`src/rtl/matrix_stream_loader_if.sv`:
```
// matrix_stream_loader_if
// Valid/ready word stream that feeds matrix_stream_loader. Each word carries
// a 2-bit type tag (element, header, clear, idle) next to its data.
// The master drives the words; the slave (the loader) drives in_ready.

interface matrix_stream_loader_if #(
    parameter int DATA_W = 8
) ();
    logic [DATA_W-1:0] in_data;
    logic [1:0]        in_ctrl;
    logic              in_valid;
    logic              in_ready;

    modport master (
        output in_data,
        output in_ctrl,
        output in_valid,
        input  in_ready
    );

    modport slave (
        input  in_data,
        input  in_ctrl,
        input  in_valid,
        output in_ready
    );
endinterface

```
`src/rtl/matrix_stream_loader.sv`:
```
// matrix_stream_loader
// Unpacks a framed byte stream (R1, C1, R2, C2 header, then A row-major,
// then B row-major) into two MAX_DIM x MAX_DIM operand arrays. It then pulses
// start for one cycle and stalls the stream until the multiplier reports
// mult_done.
// Optional build macro LOADER_DIMCHECK_EN: a completed header with C1 != R2
// is rejected. The loader flags err, keeps the old operands and dimensions,
// and returns to header collection.

module matrix_stream_loader #(
    parameter  int DATA_W  = 8,
    parameter  int MAX_DIM = 4,
    parameter  int ELEM_W  = 32,
    localparam int DIM_W   = $clog2(MAX_DIM + 1)
) (
    input  logic                              CLK,
    input  logic                              RST,
    matrix_stream_loader_if.slave             stream,
    output logic [MAX_DIM*MAX_DIM*ELEM_W-1:0] mat_a,
    output logic [MAX_DIM*MAX_DIM*ELEM_W-1:0] mat_b,
    output logic [DIM_W-1:0]                  r1,
    output logic [DIM_W-1:0]                  c1,
    output logic [DIM_W-1:0]                  r2,
    output logic [DIM_W-1:0]                  c2,
    output logic                              start,
    input  logic                              mult_done,
    output logic                              busy,
    output logic                              err
);

    localparam int N_ELEM = MAX_DIM * MAX_DIM;
    localparam int IDX_W  = (N_ELEM > 1) ? $clog2(N_ELEM) : 1;

    typedef enum logic [2:0] {
        HDR,
        LOAD_A,
        LOAD_B,
        START,
        WAIT
    } state_t;

    typedef enum logic [1:0] {
        CTRL_ELEM  = 2'd0,
        CTRL_HDR   = 2'd1,
        CTRL_CLEAR = 2'd2,
        CTRL_IDLE  = 2'd3
    } ctrl_t;

    state_t            state;
    ctrl_t             ctrl;
    logic [1:0]        hdr_cnt;

    // R1, C1 and R2 are staged here. The visible dimensions change only when
    // a complete header has been received.
    logic [DIM_W-1:0]  hdr_r1;
    logic [DIM_W-1:0]  hdr_c1;
    logic [DIM_W-1:0]  hdr_r2;

    logic [DIM_W-1:0]  row;
    logic [DIM_W-1:0]  col;
    logic [ELEM_W-1:0] a_mem [N_ELEM];
    logic [ELEM_W-1:0] b_mem [N_ELEM];

    logic              accept;
    logic              hdr_bad;
    logic              dims_ok;
    logic              row_last;
    logic              col_last;
    logic [DIM_W-1:0]  cur_rows;
    logic [DIM_W-1:0]  cur_cols;
    logic [DIM_W-1:0]  in_dim;
    logic [IDX_W-1:0]  wr_idx;
    logic [ELEM_W-1:0] elem;

    // Stream decode: readiness, acceptance and the per-word derived values.
    assign ctrl            = ctrl_t'(stream.in_ctrl);
    assign stream.in_ready = !RST && (state == HDR || state == LOAD_A || state == LOAD_B);
    assign accept          = stream.in_valid && stream.in_ready;

    // Header values are range-checked on the full word. A wide value must not
    // alias into range after truncation to DIM_W bits.
    assign hdr_bad = (stream.in_data == '0) || (stream.in_data > DATA_W'(MAX_DIM));
    assign in_dim  = DIM_W'(stream.in_data);
    assign elem    = ELEM_W'(stream.in_data);

`ifdef LOADER_DIMCHECK_EN
    assign dims_ok = (hdr_c1 == hdr_r2);
`else
    assign dims_ok = 1'b1;
`endif

    // The element walk uses A's dimensions in LOAD_A and B's in LOAD_B.
    assign cur_rows = (state == LOAD_B) ? r2 : r1;
    assign cur_cols = (state == LOAD_B) ? c2 : c1;
    assign row_last = (row == cur_rows - DIM_W'(1));
    assign col_last = (col == cur_cols - DIM_W'(1));
    assign wr_idx   = IDX_W'(row * MAX_DIM + col);

    // Flatten the operand arrays onto the packed output buses.
    for (genvar i = 0; i < N_ELEM; i++) begin : g_pack
        assign mat_a[i*ELEM_W +: ELEM_W] = a_mem[i];
        assign mat_b[i*ELEM_W +: ELEM_W] = b_mem[i];
    end

    // Loader FSM plus operand storage. At most one stream word is consumed
    // per cycle.
    // NOTE: every register here uses non-blocking assignment, so each branch
    // reads the pre-edge values of state, counters and dimensions.
    always_ff @(posedge CLK) begin
        if (RST) begin
            state   <= HDR;
            hdr_cnt <= '0;
            hdr_r1  <= '0;
            hdr_c1  <= '0;
            hdr_r2  <= '0;
            row     <= '0;
            col     <= '0;
            r1      <= '0;
            c1      <= '0;
            r2      <= '0;
            c2      <= '0;
            start   <= 1'b0;
            busy    <= 1'b0;
            err     <= 1'b0;
            // NOTE: the operand arrays are part of the observable reset state,
            // so they are cleared here and are not left undefined like a RAM.
            for (int i = 0; i < N_ELEM; i++) begin
                a_mem[i] <= '0;
                b_mem[i] <= '0;
            end
        end else begin
            start <= 1'b0;

            if (accept && ctrl == CTRL_CLEAR) begin
                // A clear abandons the frame but keeps stored operands.
                state   <= HDR;
                hdr_cnt <= '0;
                row     <= '0;
                col     <= '0;
                err     <= 1'b0;
            end else begin
                case (state)
                    HDR: begin
                        if (accept) begin
                            unique case (ctrl)
                                CTRL_HDR: begin
                                    if (hdr_bad) begin
                                        err     <= 1'b1;
                                        hdr_cnt <= '0;
                                    end else begin
                                        // Wraps to 0 after the 4th word in
                                        // both the accept and reject cases.
                                        hdr_cnt <= hdr_cnt + 2'd1;
                                        case (hdr_cnt)
                                            2'd0: hdr_r1 <= in_dim;
                                            2'd1: hdr_c1 <= in_dim;
                                            2'd2: hdr_r2 <= in_dim;
                                            default: begin
                                                if (dims_ok) begin
                                                    r1    <= hdr_r1;
                                                    c1    <= hdr_c1;
                                                    r2    <= hdr_r2;
                                                    c2    <= in_dim;
                                                    row   <= '0;
                                                    col   <= '0;
                                                    state <= LOAD_A;
                                                    for (int i = 0; i < N_ELEM; i++) begin
                                                        a_mem[i] <= '0;
                                                        b_mem[i] <= '0;
                                                    end
                                                end else begin
                                                    err <= 1'b1;
                                                end
                                            end
                                        endcase
                                    end
                                end
                                CTRL_ELEM:  err <= 1'b1;
                                CTRL_CLEAR: ;
                                CTRL_IDLE:  ;
                            endcase
                        end
                    end

                    LOAD_A, LOAD_B: begin
                        if (accept) begin
                            unique case (ctrl)
                                CTRL_ELEM: begin
                                    if (state == LOAD_A) begin
                                        a_mem[wr_idx] <= elem;
                                    end else begin
                                        b_mem[wr_idx] <= elem;
                                    end

                                    // Row-major walk: col wraps at the
                                    // column count and then advances row.
                                    if (col_last) begin
                                        col <= '0;
                                        if (row_last) begin
                                            row <= '0;
                                            if (state == LOAD_A) begin
                                                state <= LOAD_B;
                                            end else begin
                                                state <= START;
                                                start <= 1'b1;
                                                busy  <= 1'b1;
                                            end
                                        end else begin
                                            row <= row + DIM_W'(1);
                                        end
                                    end else begin
                                        col <= col + DIM_W'(1);
                                    end
                                end
                                CTRL_HDR:   err <= 1'b1;
                                CTRL_CLEAR: ;
                                CTRL_IDLE:  ;
                            endcase
                        end
                    end

                    // start was raised on entry; it drops back to 0 by the
                    // default assignment at the top of this branch.
                    START: state <= WAIT;

                    WAIT: begin
                        if (mult_done) begin
                            state   <= HDR;
                            busy    <= 1'b0;
                            hdr_cnt <= '0;
                        end
                    end

                    default: state <= HDR;
                endcase
            end
        end
    end

endmodule

```
`src/flat_wrapper.sv`:
```
// flat-port wrapper written by rule: the top's interface ports become plain ports
module matrix_stream_loader_flat 
#(
    parameter  int DATA_W  = 8,
    parameter  int MAX_DIM = 4,
    parameter  int ELEM_W  = 32,
    localparam int DIM_W   = $clog2(MAX_DIM + 1)
)
  (CLK, RST, mat_a, mat_b, r1, c1, r2, c2, start, mult_done, busy, err, stream_in_data, stream_in_ctrl, stream_in_valid, stream_in_ready);
  matrix_stream_loader_if #(.DATA_W(DATA_W)) stream_i ();
  input  logic CLK;
  input  logic RST;
  output logic [MAX_DIM*MAX_DIM*ELEM_W-1:0] mat_a;
  output logic [MAX_DIM*MAX_DIM*ELEM_W-1:0] mat_b;
  output logic [DIM_W-1:0] r1;
  output logic [DIM_W-1:0] c1;
  output logic [DIM_W-1:0] r2;
  output logic [DIM_W-1:0] c2;
  output logic start;
  input  logic mult_done;
  output logic busy;
  output logic err;
  input wire logic [$bits(stream_i.in_data)-1:0] stream_in_data;
  input wire logic [$bits(stream_i.in_ctrl)-1:0] stream_in_ctrl;
  input wire logic [$bits(stream_i.in_valid)-1:0] stream_in_valid;
  output wire logic [$bits(stream_i.in_ready)-1:0] stream_in_ready;
  assign stream_i.in_data = stream_in_data;
  assign stream_i.in_ctrl = stream_in_ctrl;
  assign stream_i.in_valid = stream_in_valid;
  assign stream_in_ready = stream_i.in_ready;
  matrix_stream_loader #(.DATA_W(DATA_W), .MAX_DIM(MAX_DIM), .ELEM_W(ELEM_W)) u_core (.CLK(CLK), .RST(RST), .stream(stream_i), .mat_a(mat_a), .mat_b(mat_b), .r1(r1), .c1(c1), .r2(r2), .c2(c2), .start(start), .mult_done(mult_done), .busy(busy), .err(err));
endmodule
```
`config.mk`:
```
export PLATFORM = sky130hd
export DESIGN_NAME = matrix_stream_loader_flat
export DESIGN_NICKNAME = d
export VERILOG_FILES = /design/src/rtl/matrix_stream_loader_if.sv /design/src/rtl/matrix_stream_loader.sv /design/src/flat_wrapper.sv
export SDC_FILE = /design/constraint.sdc
export NUM_CORES = 1
export LEC_CHECK = 0
export CORE_AREA = 2 2 415 417
export DETAILED_ROUTE_END_ITERATION = 8
export DIE_AREA = 0 0 417 419
export SYNTH_ARGS = -nofsm -noshare
export SYNTH_HDL_FRONTEND = slang
export SYNTH_SLANG_ARGS = --single-unit
```
`constraint.sdc`:
```
create_clock -name CLK -period 2.2 [get_ports CLK]
set_input_delay 0.33 -clock CLK [delete_from_list [all_inputs] [get_ports CLK]]
set_output_delay 0.33 -clock CLK [all_outputs]
set_load 0.005 [all_outputs]
```
==> results_dict.tcl, run 1 <==
set metrics [dict create \
    powerDensity_nw_per_um2 568.0 \
    cts_tree "done" \
    syn_inst 1641 \
    track_usage 0.04877 \
    num_rows 152 \
    ys_ff_latch 291 \
    htreeDepth 1 \
    fp.dieW_um 417 \
    gr-total-overflow 0 \
    critical_path.top_delay_family "simple AND/OR/NAND/NOR gates" \
    grt_pass1_vias 8442 \
    path_clk_slew_ps 70 \
    ys_types 44 \
    report.final.slew_viol_count 0 \
    cts-root-buf "clkbuf_16" \
    finClkSkew_ps 35.24 \
    synth_area_leaders "edfxtp_1, buf_4, and2_1" \
    dp_slack_ps -483.1 \
    num_vias 9921 \
    crit_type "flip-flop to flip-flop" \
    antenna_found_initial 9 \
    cp_max_fo 4 \
    p_seq_frac 0.492 \
    p_int_mw 9.611 \
    p_sw_mw 3.163 \
    fp.dieH_um 419 \
    ant_nets 0 \
    cts_sinks 291 \
    clock_power_share 0.409 \
    routabilityCongestion 0.7568 \
    period_needed_ps 2522 \
    rsz0062_at_grt "true" \
    yosys.area.top_type "edfxtp_1" \
    dieArea_sq_um 174700 \
    nNetsFinal 2068 \
    cp_slowest_stage_delay_ps 340 \
    numCtsBuffers 29 \
    crit_chain "nor3b_4 -> buf_6 -> mux2i_1 -> buf_4 -> ha_4 -> xnor2_4 -> nor2b_1 -> mux2i_2 -> or2_4 -> or2_4 -> a21oi_2 -> o21ai_1" \
    clock_latency_ps 600 \
    hold-worst-slack_ps 204.9 \
    crit_arrival_ps 2980 \
    drive_above_1_share 0.1128 \
    dpl.hpwl_um 36850 \
    crit_path_end_kind "flip-flop" \
    drc_errors 0 \
    violations "negative setup slack" \
    place_area_sq_um 21280 \
    fin_cells 4303 \
    power_mw 12.77 \
    ys_seq_area_frac 0.4792 \
    via_per_inst 2.306 \
    boundaryPins 1054 \
    worstPathRequired_ps 2650 \
    yosysWarnings 0 \
    ir_drop_mv 0.4296 \
    grt_pass1_wl_um 61230 \
    timing.setup.tns_ps -2155 \
    hold_viol 0 \
    cts_hold_buf 0 \
    synth_area_sq_um 17500 \
    drv_cap 0 \
    clockBufferDepth 3 \
    top_regs "u_core.a_mem x128, u_core.b_mem x128" \
    avgSynthCellArea_sq_um 10.67 \
    switching_share 0.2476 \
    drt_wl_total_um 47910 \
    worst_slack_ps -322.0 \
    period_share 1.146 \
    relSlewSlack 0.5724 \
    fmaxAchievable_mhz 396.5 \
    crit_buf_inv 2 \
    dp_cells 4242 \
    final_cell_area_sq_um 22490 \
    timing.critical_path.mode_cell "or2_4" \
    final_util 0.1318 \
    first_iter_violations 491 \
    status "finished with violations" \
    dr.pass1.iters 5 \
    p_leak_nw 8.830 \
    min_path_type "primary input to flip-flop" \
    port_buffers 285 \
    syn_to_final_growth_pct 28.48 \
    startpoint_type "flip-flop" \
    wl_per_cell_um 11.13 \
    comb_power_share 0.099 \
    start_util 0.1026 \
    grt_max_degree 37 \
    worstMarginPinSlew_ps 641.5 \
    core_sq_um 170600 \
    cp_slowest_cell "dfxtp_2" \
    synth_top_area_frac 0.4392 \
    setup_violations 10 \
]
[per-layer routing]
| layer | vias to the layer above | wire, um | global-route usage |
|---|---|---|---|
| met5 | - | 0 | 0 |
| met4 | 0 | 2357 | 0.02628 |
| met3 | 56 | 3212 | 0.007665 |
| met2 | 557 | 27190 | 0.09727 |
| met1 | 4702 | 15150 | 0.04736 |
| li1 | 4606 | - | - |
[cell usage in the layout (no fill, tap or decap), drive strengths merged, types with 3 or more instances in the layout]
cell           instances
clkinv                11
nor2                  49
inv                   13
bufinv                 4
ha                    12
a21oi                 31
o21ai                 37
nor2b                  4
nand4                  3
mux2i                  8
buf                  140
edfxtp               256
nand3b                 3
conb                 768
clkbuf                31
diode                  5
clkdlybuf4s50        276
nor3                   6
dfxtp                 35
a21o                   3
xnor2                  7
and2                 261
nand2                 62
nand3                 16
[worst reg2reg max path, cell delays in order, from the launching register on]
cell     delay [ps]
dfxtp_2         340
nor3b_4         220
buf_6           150
mux2i_1         220
buf_4           170
ha_4            220
xnor2_4         120
nor2b_1         140
mux2i_2         100
or2_4           270
or2_4           250
a21oi_2         130
o21ai_1          80
[synthesized netlist by cell type (all sizes together)]
| library cell | count |
|---|---|
| nand3 | 16 |
| a21oi | 31 |
| nor2b | 4 |
| ha | 12 |
| a2bb2oi | 1 |
| nor3b | 2 |
| inv | 7 |
| a21o | 3 |
| and2 | 261 |
| nand4 | 3 |
| dfxtp | 35 |
| o21ai | 37 |
| a22oi | 1 |
| a31oi | 2 |
| o211ai | 2 |
| conb | 1 |
| xnor2 | 7 |
| mux2i | 8 |
| buf | 775 |
| clkbuf | 39 |
| a211oi | 1 |
| nand2 | 62 |
| o22ai | 2 |
| edfxtp | 256 |
| or3 | 2 |
| or2 | 2 |
| or4 | 2 |
| xor2 | 2 |
| nor3 | 6 |
| nand3b | 3 |
| and3 | 2 |
| o221ai | 1 |
| a22o | 1 |
| nand2b | 2 |
| o32ai | 1 |
| nor2 | 49 |
[cell families after synthesis]
| kind of cell | count (synthesis) | synth area share |
|---|---|---|
| compound gates | 83 | 0.02709 |
| xor+xnor | 9 | 0.004503 |
| fa+ha+maj | 12 | 0.008577 |
| buf+inv | 821 | 0.3420 |
| flops | 291 | 0.4792 |
| mux | 8 | 0.005290 |
| other cells | 1 | 0.0002142 |
| simple gates | 416 | 0.1332 |
[repair_timing]
action                                  in CTS  in global routing
pin swaps                                    9                  4
resized for setup                           27                 16
endpoints found under the setup margin      63                229
setup buffers                                2                  0
[path summary, 6_finish.rpt]
check	from	endpoint	slack, ps	cells past startpoint
worst max-delay path	u_core.state[0]	u_core.state[1]	-320	12
worst max register to register	u_core.state[0]	u_core.state[1]	-320	12
worst min register to register	u_core.hdr_r1[2]	u_core.hdr_r1[2]	460	2
worst min-delay path	stream_in_data[1]	u_core.c2[1]	200	4
[power groups by stage]
stage / clock (mW) / combinational, mW / sequential, mW
2_1_floorplan: 0 / 1.43 / 6.41
3_3_place_gp: 0 / 1.25 / 6.41
3_5_place_dp: 0 / 1.26 / 6.41
4_1_cts: 5.42 / 1.26 / 6.29
5_1_grt: 5.61 / 1.40 / 6.31
6_report: 5.22 / 1.26 / 6.29
[cell type report]
cell class | count | area [sq um]
antenna | 5 | 12.51
clock buffer | 31 | 733.2
clock inverter | 23 | 256.5
fill | 19212 | 148100
inverter | 7 | 26.28
multi-input combinational | 1296 | 6230
sequential | 291 | 8391
tap | 2233 | 2794
timing repair buffer | 417 | 4046
(Power assumes the default switching activity.)
==> inputs of run 2 (changes only) <==
--- a/config.mk
+++ b/config.mk
@@ -5,6 +5,7 @@
 export SDC_FILE = /design/constraint.sdc
 export NUM_CORES = 1
 export LEC_CHECK = 0
+export ABC_CLOCK_PERIOD_IN_PS = 2200
 export CORE_AREA = 2 2 415 417
 export DETAILED_ROUTE_END_ITERATION = 8
 export DIE_AREA = 0 0 417 419
==> results of run 2 <==
Same layout as run 1: the final DEF is identical, and so are final timing and power.
